<file path="src/rtl/seq_count_fsm.sv">
// seq_count_fsm: counts qualified seq events modulo a run-time terminal value,
// with level/pulse terminal indication, wrap pulse and saturating wrap count.
module seq_count_fsm #(
  parameter int CNT_W  = 4,
  parameter int WRAP_W = 8
) (
  input  logic              clk,
  input  logic              rst,
  input  logic              en,
  input  logic              clr,
  input  logic              seq,
  input  logic              edge_mode,
  input  logic              pulse_mode,
  input  logic [CNT_W-1:0]  term,
  output logic [CNT_W-1:0]  count,
  output logic              dout,
  output logic              hit,
  output logic [WRAP_W-1:0] wraps
);

  logic             seq_d;
  logic             ev;
  logic             at_term;
  logic             wrap;
  logic             inc;
  logic [CNT_W-1:0] nc;
  logic             nc_term;
  logic             dout_nx;

  always_comb begin
    ev      = en & (edge_mode ? (seq & ~seq_d) : seq);
    at_term = count >= term;
    wrap    = ev & at_term & ~clr;
    inc     = ev & ~at_term & ~clr;
    nc      = count;
    unique case (1'b1)
      clr:     nc = '0;
      wrap:    nc = '0;
      inc:     nc = count + CNT_W'(1);
      default: nc = count;
    endcase
    nc_term = nc >= term;
    // Pulse mode fires only on entry: from below terminal, or via a wrap.
    if (clr)
      dout_nx = ~pulse_mode & (term == '0);
    else if (pulse_mode)
      dout_nx = nc_term & (~at_term | wrap);
    else
      dout_nx = nc_term;
  end

  always_ff @(posedge clk or posedge rst) begin
    if (rst) begin
      seq_d <= 1'b0;
      count <= '0;
      dout  <= 1'b0;
      hit   <= 1'b0;
      wraps <= '0;
    end else begin
      seq_d <= seq;
      count <= nc;
      dout  <= dout_nx;
      hit   <= wrap;
      if (clr)
        wraps <= '0;
      else if (wrap && !(&wraps))
        wraps <= wraps + WRAP_W'(1);
    end
  end

endmodule

</file>
<file path="config.mk">
export PLATFORM = sky130hd
export DESIGN_NAME = seq_count_fsm
export DESIGN_NICKNAME = d
export VERILOG_FILES = /design/src/rtl/seq_count_fsm.sv
export SDC_FILE = /design/constraint.sdc
export NUM_CORES = 1
export LEC_CHECK = 0
export CAP_MARGIN = 20
export CELL_PAD_IN_SITES_DETAIL_PLACEMENT = 1
export CELL_PAD_IN_SITES_GLOBAL_PLACEMENT = 1
export CORE_ASPECT_RATIO = 1.1
export CORE_UTILIZATION = 32
export DETAILED_ROUTE_END_ITERATION = 10
export HOLD_SLACK_MARGIN = 0.1
export PLACE_DENSITY = 0.74
export SLEW_MARGIN = 0
export SYNTH_ARGS = -nofsm -noshare
export SYNTH_HDL_FRONTEND = slang
export SYNTH_SLANG_ARGS = --single-unit
</file>
<file path="constraint.sdc">
create_clock -name clk -period 2.42 [get_ports clk]
set_input_delay 0.242 -clock clk [delete_from_list [all_inputs] [get_ports clk]]
set_output_delay 0.242 -clock clk [all_outputs]
set_load 0.05 [all_outputs]
</file>
### Word level (Yosys, flattened, before mapping)

Index checks and enable logic that the tools add are counted.

| operators by class | value |
|---|---|
| add/sub/neg operators | 2 |
| magnitude comparators | 2 |
| mux-type cells | 6 |
| bitwise logic cells | 13 |
| reductions and logical operators | 6 |

Operators with widths:

| operator | number |
|---|---|
| two-way mux 8 bit | 2 |
| adder 8 x 1 -> 8 bit (second input constant) | 1 |
| AND 1 bit | 8 |
| >= comparator 4 bit | 2 |
| case mux 4 bit (2 select lines) | 1 |
| AND reduction 8 bit | 1 |
| adder 4 x 1 -> 4 bit (second input constant) | 1 |
| zero test 4 bit | 1 |
| NOT 1 bit | 4 |
| two-way mux 1 bit | 3 |
| nonzero test 2 bit | 1 |
| OR reduction 2 bit | 1 |
| logical AND 1 bit | 1 |
| zero test 1 bit | 1 |
| bitwise OR 1 bit | 1 |

| word-level totals | value |
|---|---|
| register bits after elaboration | 15 |
| bits of input ports | 11 |
| output and inout port bits | 14 |
| word-level logic and storage cells | 34 |

### Logic depth before layout (Yosys ltp)

Gate-level depths: netlist (run 1).

| depth | value |
|---|---|
| depth after elaboration | 12 |
| mapped depth | 12 |
| mapped depth without buffers | 12 |

### Worst setup path before layout (run 1)

OpenSTA, ideal clock, no wires.

| path | value |
|---|---|
| path type | register to register |
| start point | register count[2] |
| end point | register dout |
| library setup time | 127 ps |
| data arrival time | 2,707 ps |
| data required time | 2,293 ps |
| slack | -414 ps |
| stages on the path, launching flop included | 12 |
| path buffers | 0 |
| period minus slack after synthesis | 2,834 ps |
| path through | dfrtp_1 ha_1 o21ai_0 nand2b_1 a211oi_1 mux2i_1 ha_1 nand2b_1 a21o_1 a21o_1 a21oi_1 o21ai_0 |

| between the ends | value |
|---|---|
| word-level cells in the longest chain between the ends | 9 |
| elaborated cells between the ends (all ways) | 14 |
| classes of those cells | add/sub (1); order compare (2); mux (3); bitwise (7); reduce/logical (1) |

Ends and longest elaborated chain:

| what | RTL line | RTL |
|---|---|---|
| start: declaration | 15 | `output logic [CNT_W-1:0] count,` |
| start signal: assignment | 61 | `count <= nc;` |
| >= comparator 4 bit | 32 | `at_term = count >= term;` |
| AND 1 bit / NOT 1 bit (equally long branches) | 33, 34, 47 |  |
| AND 1 bit (on tied branches) | 33, 34 |  |
| OR reduction 2 bit (no source line) / AND 1 bit (equally long branches) | - |  |
| case mux 4 bit (2 select lines) | 36 | `unique case (1'b1)` |
| >= comparator 4 bit | 42 | `nc_term = nc >= term;` |
| AND 1 bit | 47 | `dout_nx = nc_term & (~at_term \| wrap);` |
| two-way mux 1 bit (*) | 46 | `else if (pulse_mode)` |
| two-way mux 1 bit (*) | 44 | `if (clr)` |
| via dout_nx | 28 | `logic dout_nx;` |
| end signal: assignment | 62 | `dout <= dout_nx;` |
| end: declaration | 16 | `output logic dout,` |

The timed path passes the listed nets; every way through them passes the cells marked *.
A chain may end at the register's enable or synchronous reset.

### Final worst setup path (run 1)

| path | value |
|---|---|
| start point | input term[3] |
| end point | register dout |

| between the ends | value |
|---|---|
| word-level cells in the longest chain between the ends | 9 |
| elaborated cells between the ends (all ways) | 15 |
| classes of those cells | order compare (2); mux (3); bitwise (8); reduce/logical (2) |

Ends and longest elaborated chain:

| what | RTL line | RTL |
|---|---|---|
| start: declaration | 14 | `input logic [CNT_W-1:0] term,` |
| >= comparator 4 bit | 32 |  |
| AND 1 bit / NOT 1 bit (equally long branches) | 33, 34, 47 |  |
| AND 1 bit (on tied branches) | 33, 34 |  |
| OR reduction 2 bit (no source line) / AND 1 bit (equally long branches) | - |  |
| case mux 4 bit (2 select lines) | 36 |  |
| >= comparator 4 bit | 42 |  |
| AND 1 bit | 47 |  |
| two-way mux 1 bit | 46 |  |
| two-way mux 1 bit (*) | 44 |  |
| via dout_nx | 28 |  |

Marks and branches as above.

==> metrics.txt, run 1 <==
Synth Flop Type dfrtp_1; NetSw 152 µW; number of buffers inserted during clock tree synthesis 3; GRT Residual Overflow 0; largest net degree at the start of global routing 16; category of the worst setup path capture point flop; Hold-fix buffers, CTS 0; total iterations of the first detailed-routing run 4; number of top-level design ports 25; Synth warnings 0; internal power contribution 385 µW; clock input transition at the sequential cells of the worst setup and hold paths 100 ps; post-route total power 537 µW; required time of the worst setup path 2600 ps; detailed-route via count 1,014; number of H-tree levels 1; Total Die Area 3250 µm²; maximum operating frequency 0.409 GHz; Sw Share 28.3%; violated checks negative setup slack; main area contributors after synthesis dfrtp_1, ha_1, inv_1, nand3_1, a21o_1; Gate power share 24.4%; source-to-sink clock delay at the later pin of the worst-skew pair 290 ps; std cell rows 20; signed area change from the synthesized netlist to the final layout 61.3%; DRC violation count after routing 0; count of routing violations after the opening detailed-route iteration 12; Crit path arrival time 2630 ps; IR drop worst, VDD 0.192 mV; critical path launch point type primary input; max-cap viol count 0; initial antenna violation count 0; outcome finished, violations left; RSZ-0062 raised after global routing yes; most common cell after layout, fill and taps aside buf_4; summed instance area of the synthesized netlist 967 µm²; Global Route Usage Sum 20.6%; clock skew after layout 4.51 ps; number of diodes added for antenna fixing 0; cell accounting for the most synthesized area dfrtp_1; final period utilization 101%; buffers added on ports 24; Setup TNS -24.6 ps; via count of the first global-routing pass 1,050; total wire length 3030 µm; class of the most critical setup path primary input to flop; share of synthesized registers carrying an async set or reset 100%; starting density of the core 34.2%; cell count after synthesis 100; Synthesized Nets 121; fraction of layout instances using a drive strength above 1 34.6%; share of the yosys chip area belonging to registers 38.8%; clock network power share 27.7%; EDFF count, synth 0; first-pass GRT wire length 4700 µm; maximum root-to-sink buffer count 2; syn avg cell area 9.67 µm²; CTS tree yes; Final Hold Vio Count 0; overall die width 54.4 µm; static leakage power 0.000755 µW; filler cell count 336; Yosys reg bits 15; min cycle time layout 2440 ps; worst slew pin tran 601 ps; highest-count cells in the layout ignoring fill and taps buf_4, clkdlybuf4s50_1, dfrtp_1; max-slew violation total from the final report 0; area share of the largest cell type after synthesis 38.8%; P per Cell Area 344 nW/µm²; crit path max fanout 3; via density per instance 5.45; root buffer cell clkbuf_4; number of antenna-violating nets in the routed design 0; clock sinks 15; dpl hpwl 2170 µm; die span in y 59.7 µm; area of the core 2830 µm²; kind of path behind the tightest hold check primary input to asynchronous set/reset pin; Synth cell types 36; setup slack at placement -323 ps; final setup violating endpoints 1; share of power burned in registers 47.8%; placer congestion estimate 0.853; nets 175; fin worst setup slack -24.6 ps; headroom to the max-slew limit 59.9%; WL per Instance 16.3 µm
## flip-flops by register name, summed over array words and instances (netlist names)
register  flops
count         4
dout          1
hit           1
seq_d         1
wraps         8
## cell families after synthesis
kind of cell | after synthesis | share of synthesized area, %
AOI/OAI and AO/OA | 24 | 17.7
adders and majority gates | 10 | 12.9
buffers and inverters | 11 | 4.27
DFF | 15 | 38.8
muxes | 3 | 3.23
and+or+nand+nor | 37 | 23.0
## critical path: stages
cell	delay, ps
clkdlybuf4s50_1	480
inv_1	90
ha_4	180
nor3_4	150
o21ai_2	90
a211oi_2	300
mux2i_1	180
ha_1	300
nand2b_4	140
a21o_1	140
a21o_1	150
a21oi_2	120
o21ai_1	60
## cell usage after synthesis, types with 2 or more instances
cell,count
nand2_1,5
ha_1,10
and4_1,2
a21oi_1,4
a21o_1,3
nor3_1,4
nand3_1,6
o21a_1,2
a211o_1,2
dfrtp_1,15
inv_1,9
nand2b_1,3
a31oi_1,2
nor2_1,4
nand4_1,3
mux2i_1,2
o21ai_0,4
a22o_1,2
## routing by layer
layer	vias to the layer above	routed length, µm	GRT usage [%]
met5	-	0	0
met4	0	16	9.89
met3	4	74	2.04
met2	27	1670	37.5
met1	510	1270	23.2
li1	473	-	-
## per-stage QoR
step / hold slack (ps) / std cells / util [%] / area, µm²
floorplan: 143 / 100 / - / 1030
global placement: 526 / 174 / 51.1 / 1450
detailed placement: 537 / 174 / 51.1 / 1450
CTS: 335 / 185 / 54.1 / 1530
global route: 357 / 186 / 55.2 / 1560
finish: 310 / 186 / 55.2 / 1560
## power groups by stage
stage                     clock (µW)  combinational, µW  sequential (µW)
after global routing             165                142              257
after floorplan                    0               45.3              271
after CTS                        155                124              257
after detailed placement           0                111              261
after global placement             0                109              261
final                            149                131              257
## area by class of cell
type,count,area (µm²),share of cell area (%)
inverters,10,37.5,2.41
repair buffers,50,438,28.1
flip-flops and latches,15,380,24.4
multi-input cells,74,636,40.7
well taps,33,41.3,2.65
clock inverters,1,5.00,0.321
clock buffers,3,22.5,1.44
## worst paths after layout
check	from	endpoint	slack [ps]	depth (start not counted)
min in group clk	term[2]	dout	320	4
max in group asynchronous	rst	count[0]	1680	2
min	rst	hit	310	2
max	term[3]	dout	-20	13
min reg2reg	wraps[2]	wraps[2]	540	1
max reg2reg	count[2]	dout	-20	11
## repair_timing
| item | 4_1_cts | 5_1_grt |
|---|---|---|
| resized for setup | 1 | 6 |
| buffers inserted | 7 | 1 |
| endpoints found under the setup margin | 1 | 2 |
| pin swaps | 1 | 4 |
No activity file was read; power rests on OpenSTA's default activity.
==> inputs of run 2 (changes only) <==
--- a/config.mk
+++ b/config.mk
@@ -5,7 +5,7 @@
 export SDC_FILE = /design/constraint.sdc
 export NUM_CORES = 1
 export LEC_CHECK = 0
-export CAP_MARGIN = 20
+export CAP_MARGIN = 10
 export CELL_PAD_IN_SITES_DETAIL_PLACEMENT = 1
 export CELL_PAD_IN_SITES_GLOBAL_PLACEMENT = 1
 export CORE_ASPECT_RATIO = 1.1
==> results of run 2 <==
Final layout, timing and power as in run 1 (identical DEF).
==> inputs of run 3 (changes only) <==
--- a/config.mk
+++ b/config.mk
@@ -13,6 +13,7 @@
 export DETAILED_ROUTE_END_ITERATION = 10
 export HOLD_SLACK_MARGIN = 0.1
 export PLACE_DENSITY = 0.74
+export REMOVE_ABC_BUFFERS = 1
 export SLEW_MARGIN = 0
 export SYNTH_ARGS = -nofsm -noshare
 export SYNTH_HDL_FRONTEND = slang
==> run 3 against run 2 <==
The flow now finishes without violations; sequential cell count stayed put; hold slack better by 3.5 ps; combinational power is 9% higher; register-to-register slack better by 40 ps; die area stayed put; non-clock buffer count is 5 higher; clock power is 5% higher; critical endpoint unchanged.
==> metrics.txt, run 3 (synthesis results as in run 1) <==
number of H-tree levels 1 (unchanged); P per Cell Area 342 nW/µm² (was 344 nW/µm²); static leakage power 0.000784 µW (was 0.000755 µW); final period utilization 99.5% (was 101%); max-slew violation total from the final report 0 (unchanged); category of the worst setup path capture point flop (unchanged); IR drop worst, VDD 0.272 mV (was 0.192 mV); fraction of layout instances using a drive strength above 1 36.1% (was 34.6%); dpl hpwl 2210 µm (was 2170 µm); required time of the worst setup path 2610 ps (was 2600 ps); placed instance area 1430 µm² (was 1450 µm²); critical path launch point type flop (was primary input); internal power contribution 393 µW (was 385 µW); clock network power share 28.1% (was 27.7%); maximum operating frequency 0.415 GHz (was 0.409 GHz); total wire length 3350 µm (was 3030 µm); Sw Share 29.3% (was 28.3%); WL per Instance 17.5 µm (was 16.3 µm); max-cap viol count 0 (unchanged); fin worst setup slack 12.1 ps (was -24.6 ps); overall die width 54.4 µm (unchanged); Layout Utilization 57.4% (was 55.2%); crit path max fanout 3 (unchanged); signed area change from the synthesized netlist to the final layout 67.8% (was 61.3%); source-to-sink clock delay at the later pin of the worst-skew pair 290 ps (about the same); Gate power share 25.8% (was 24.4%); area of the core 2830 µm² (unchanged); Crit path arrival time 2600 ps (was 2630 ps); total iterations of the first detailed-routing run 4 (unchanged); kind of path behind the tightest hold check primary input to asynchronous set/reset pin (unchanged); clock skew after layout 7.26 ps (was 4.51 ps); class of the most critical setup path flop to flop (was primary input to flop); nets 180 (was 175); highest-count cells in the layout ignoring fill and taps buf_4, clkdlybuf4s50_1, dfrtp_1 (unchanged); clock input transition at the sequential cells of the worst setup and hold paths 100 ps (about the same); GRT Residual Overflow 0 (unchanged); count of routing violations after the opening detailed-route iteration 11 (was 12); final non-filler cell area 1620 µm² (was 1560 µm²); most common cell after layout, fill and taps aside buf_4 (unchanged); CP Capture Point dout (unchanged); Reg2Reg Capture Point dout (unchanged); Largest register FFs 8 (unchanged); number of antenna-violating nets in the routed design 0 (unchanged); initial antenna violation count 0 (unchanged); worst r2r src count[2] (unchanged); worst slew pin tran 615 ps (was 601 ps); RSZ-0062 raised after global routing yes (unchanged); number of top-level design ports 25 (unchanged); Final Hold Vio Count 0 (unchanged); final setup violating endpoints 0 (was 1); starting density of the core 34.2% (unchanged); first-pass GRT wire length 5020 µm (was 4700 µm); Total Die Area 3250 µm² (unchanged); std cell rows 20 (unchanged); Hold-fix buffers, CTS 0 (unchanged); min cycle time layout 2410 ps (was 2440 ps); outcome complete, no violations (was finished, violations left); detailed-route via count 1,016 (was 1,014); largest net degree at the start of global routing 16 (unchanged); setup slack at placement -698 ps (was -323 ps); Biggest register wraps (unchanged); buffers added on ports 24 (unchanged); Worst setup startpoint count[2] (was term[3]); Global Route Usage Sum 22.2% (was 20.6%); root buffer cell clkbuf_4 (unchanged); via count of the first global-routing pass 1,066 (was 1,050); number of buffers inserted during clock tree synthesis 3 (unchanged); maximum root-to-sink buffer count 2 (unchanged); clock sinks 15 (unchanged); share of power burned in registers 46.1% (was 47.8%); die span in y 59.7 µm (unchanged); largest registers ranked by flip-flop count wraps x8, count x4 (unchanged); DRC violation count after routing 0 (unchanged); worst reg-to-reg path cell count 11 (unchanged); CTS tree yes (unchanged); NetSw 162 µW (was 152 µW); headroom to the max-slew limit 59.0% (was 59.9%); via density per instance 5.32 (was 5.45); placer congestion estimate 0.838 (was 0.853); number of diodes added for antenna fixing 0 (unchanged); worst reg-to-reg setup slack 10 ps (was -20 ps)
==> run 3: cell types whose count changed in the layout (fill, tap and decap cells not counted), sizes merged <==
cell / previous run / this run
buf: 26 / 31
dlygate4sd2: 0 / 3
clkdlybuf4s50: 23 / 21
clkbuf: 3 / 4
clkinv: 2 / 1
dlymetal6s2s: 1 / 0
==> run 3: worst min path at each step <==
stage              from       end  slack, ps  depth (start not counted)
2_1_floorplan       rst  count[0]        140                          1
3_3_place_gp   wraps[2]  wraps[2]        530                          1
3_5_place_dp   wraps[2]  wraps[2]        530                          1
4_1_cts             rst      dout        350                          2
5_1_grt             rst  count[0]        370                          2
6_report            rst  wraps[4]        310                          2
==> run 3: timing repair <==
action / in CTS / in global routing
hold endpoints to repair: 0 / 0
pin swaps: 10 / 7
endpoints found under the setup margin: 1 / 2
setup buffers: 4 / 3
gates resized for setup: 23 / 5
==> run 3: layout make-up <==
type,count,area [µm²]
clock buffer,4,26.3
fill,319,1200
inverter,10,37.5
multi-input combinational,74,673
sequential,15,375
tap,33,41.3
timing repair buffer,55,469
==> run 3: through the flow <==
stage	TNS, ps	hold slack, ps	cells	total power, µW
2_1_floorplan	-706	143	99	308
5_1_grt	-88.4	369	191	586
6_report	0	314	191	555
4_1_cts	0	353	188	548
3_5_place_dp	-2070	532	180	373
3_3_place_gp	-1440	527	180	369
==> run 3: power groups by stage <==
| stage | clock, µW | combinational (µW) | sequential, µW |
|---|---|---|---|
| floorplan | 0 | 37.0 | 271 |
| global placement | 0 | 109 | 260 |
| detailed placement | 0 | 113 | 261 |
| CTS | 161 | 131 | 256 |
| global route | 175 | 154 | 256 |
| finish | 156 | 143 | 256 |
==> run 3: per-layer routing <==
layer  vias up  global-route usage (%)  wire length, µm
met5         -                       0                0
met4         0                    10.3               44
met3         8                    3.31              109
met2        32                    39.9             1840
met1       490                    25.0             1360
li1        486                       -                -
==> run 3: critical path, stage by stage (launching register included) <==
cell      delay [ps]
dfrtp_1          430
ha_4             240
o21ai_4          180
nand2b_4          90
a211oi_4         270
buf_4            170
a22o_1           190
ha_1             240
a21o_1           160
a21o_1           160
a21oi_2          110
o21ai_1           70
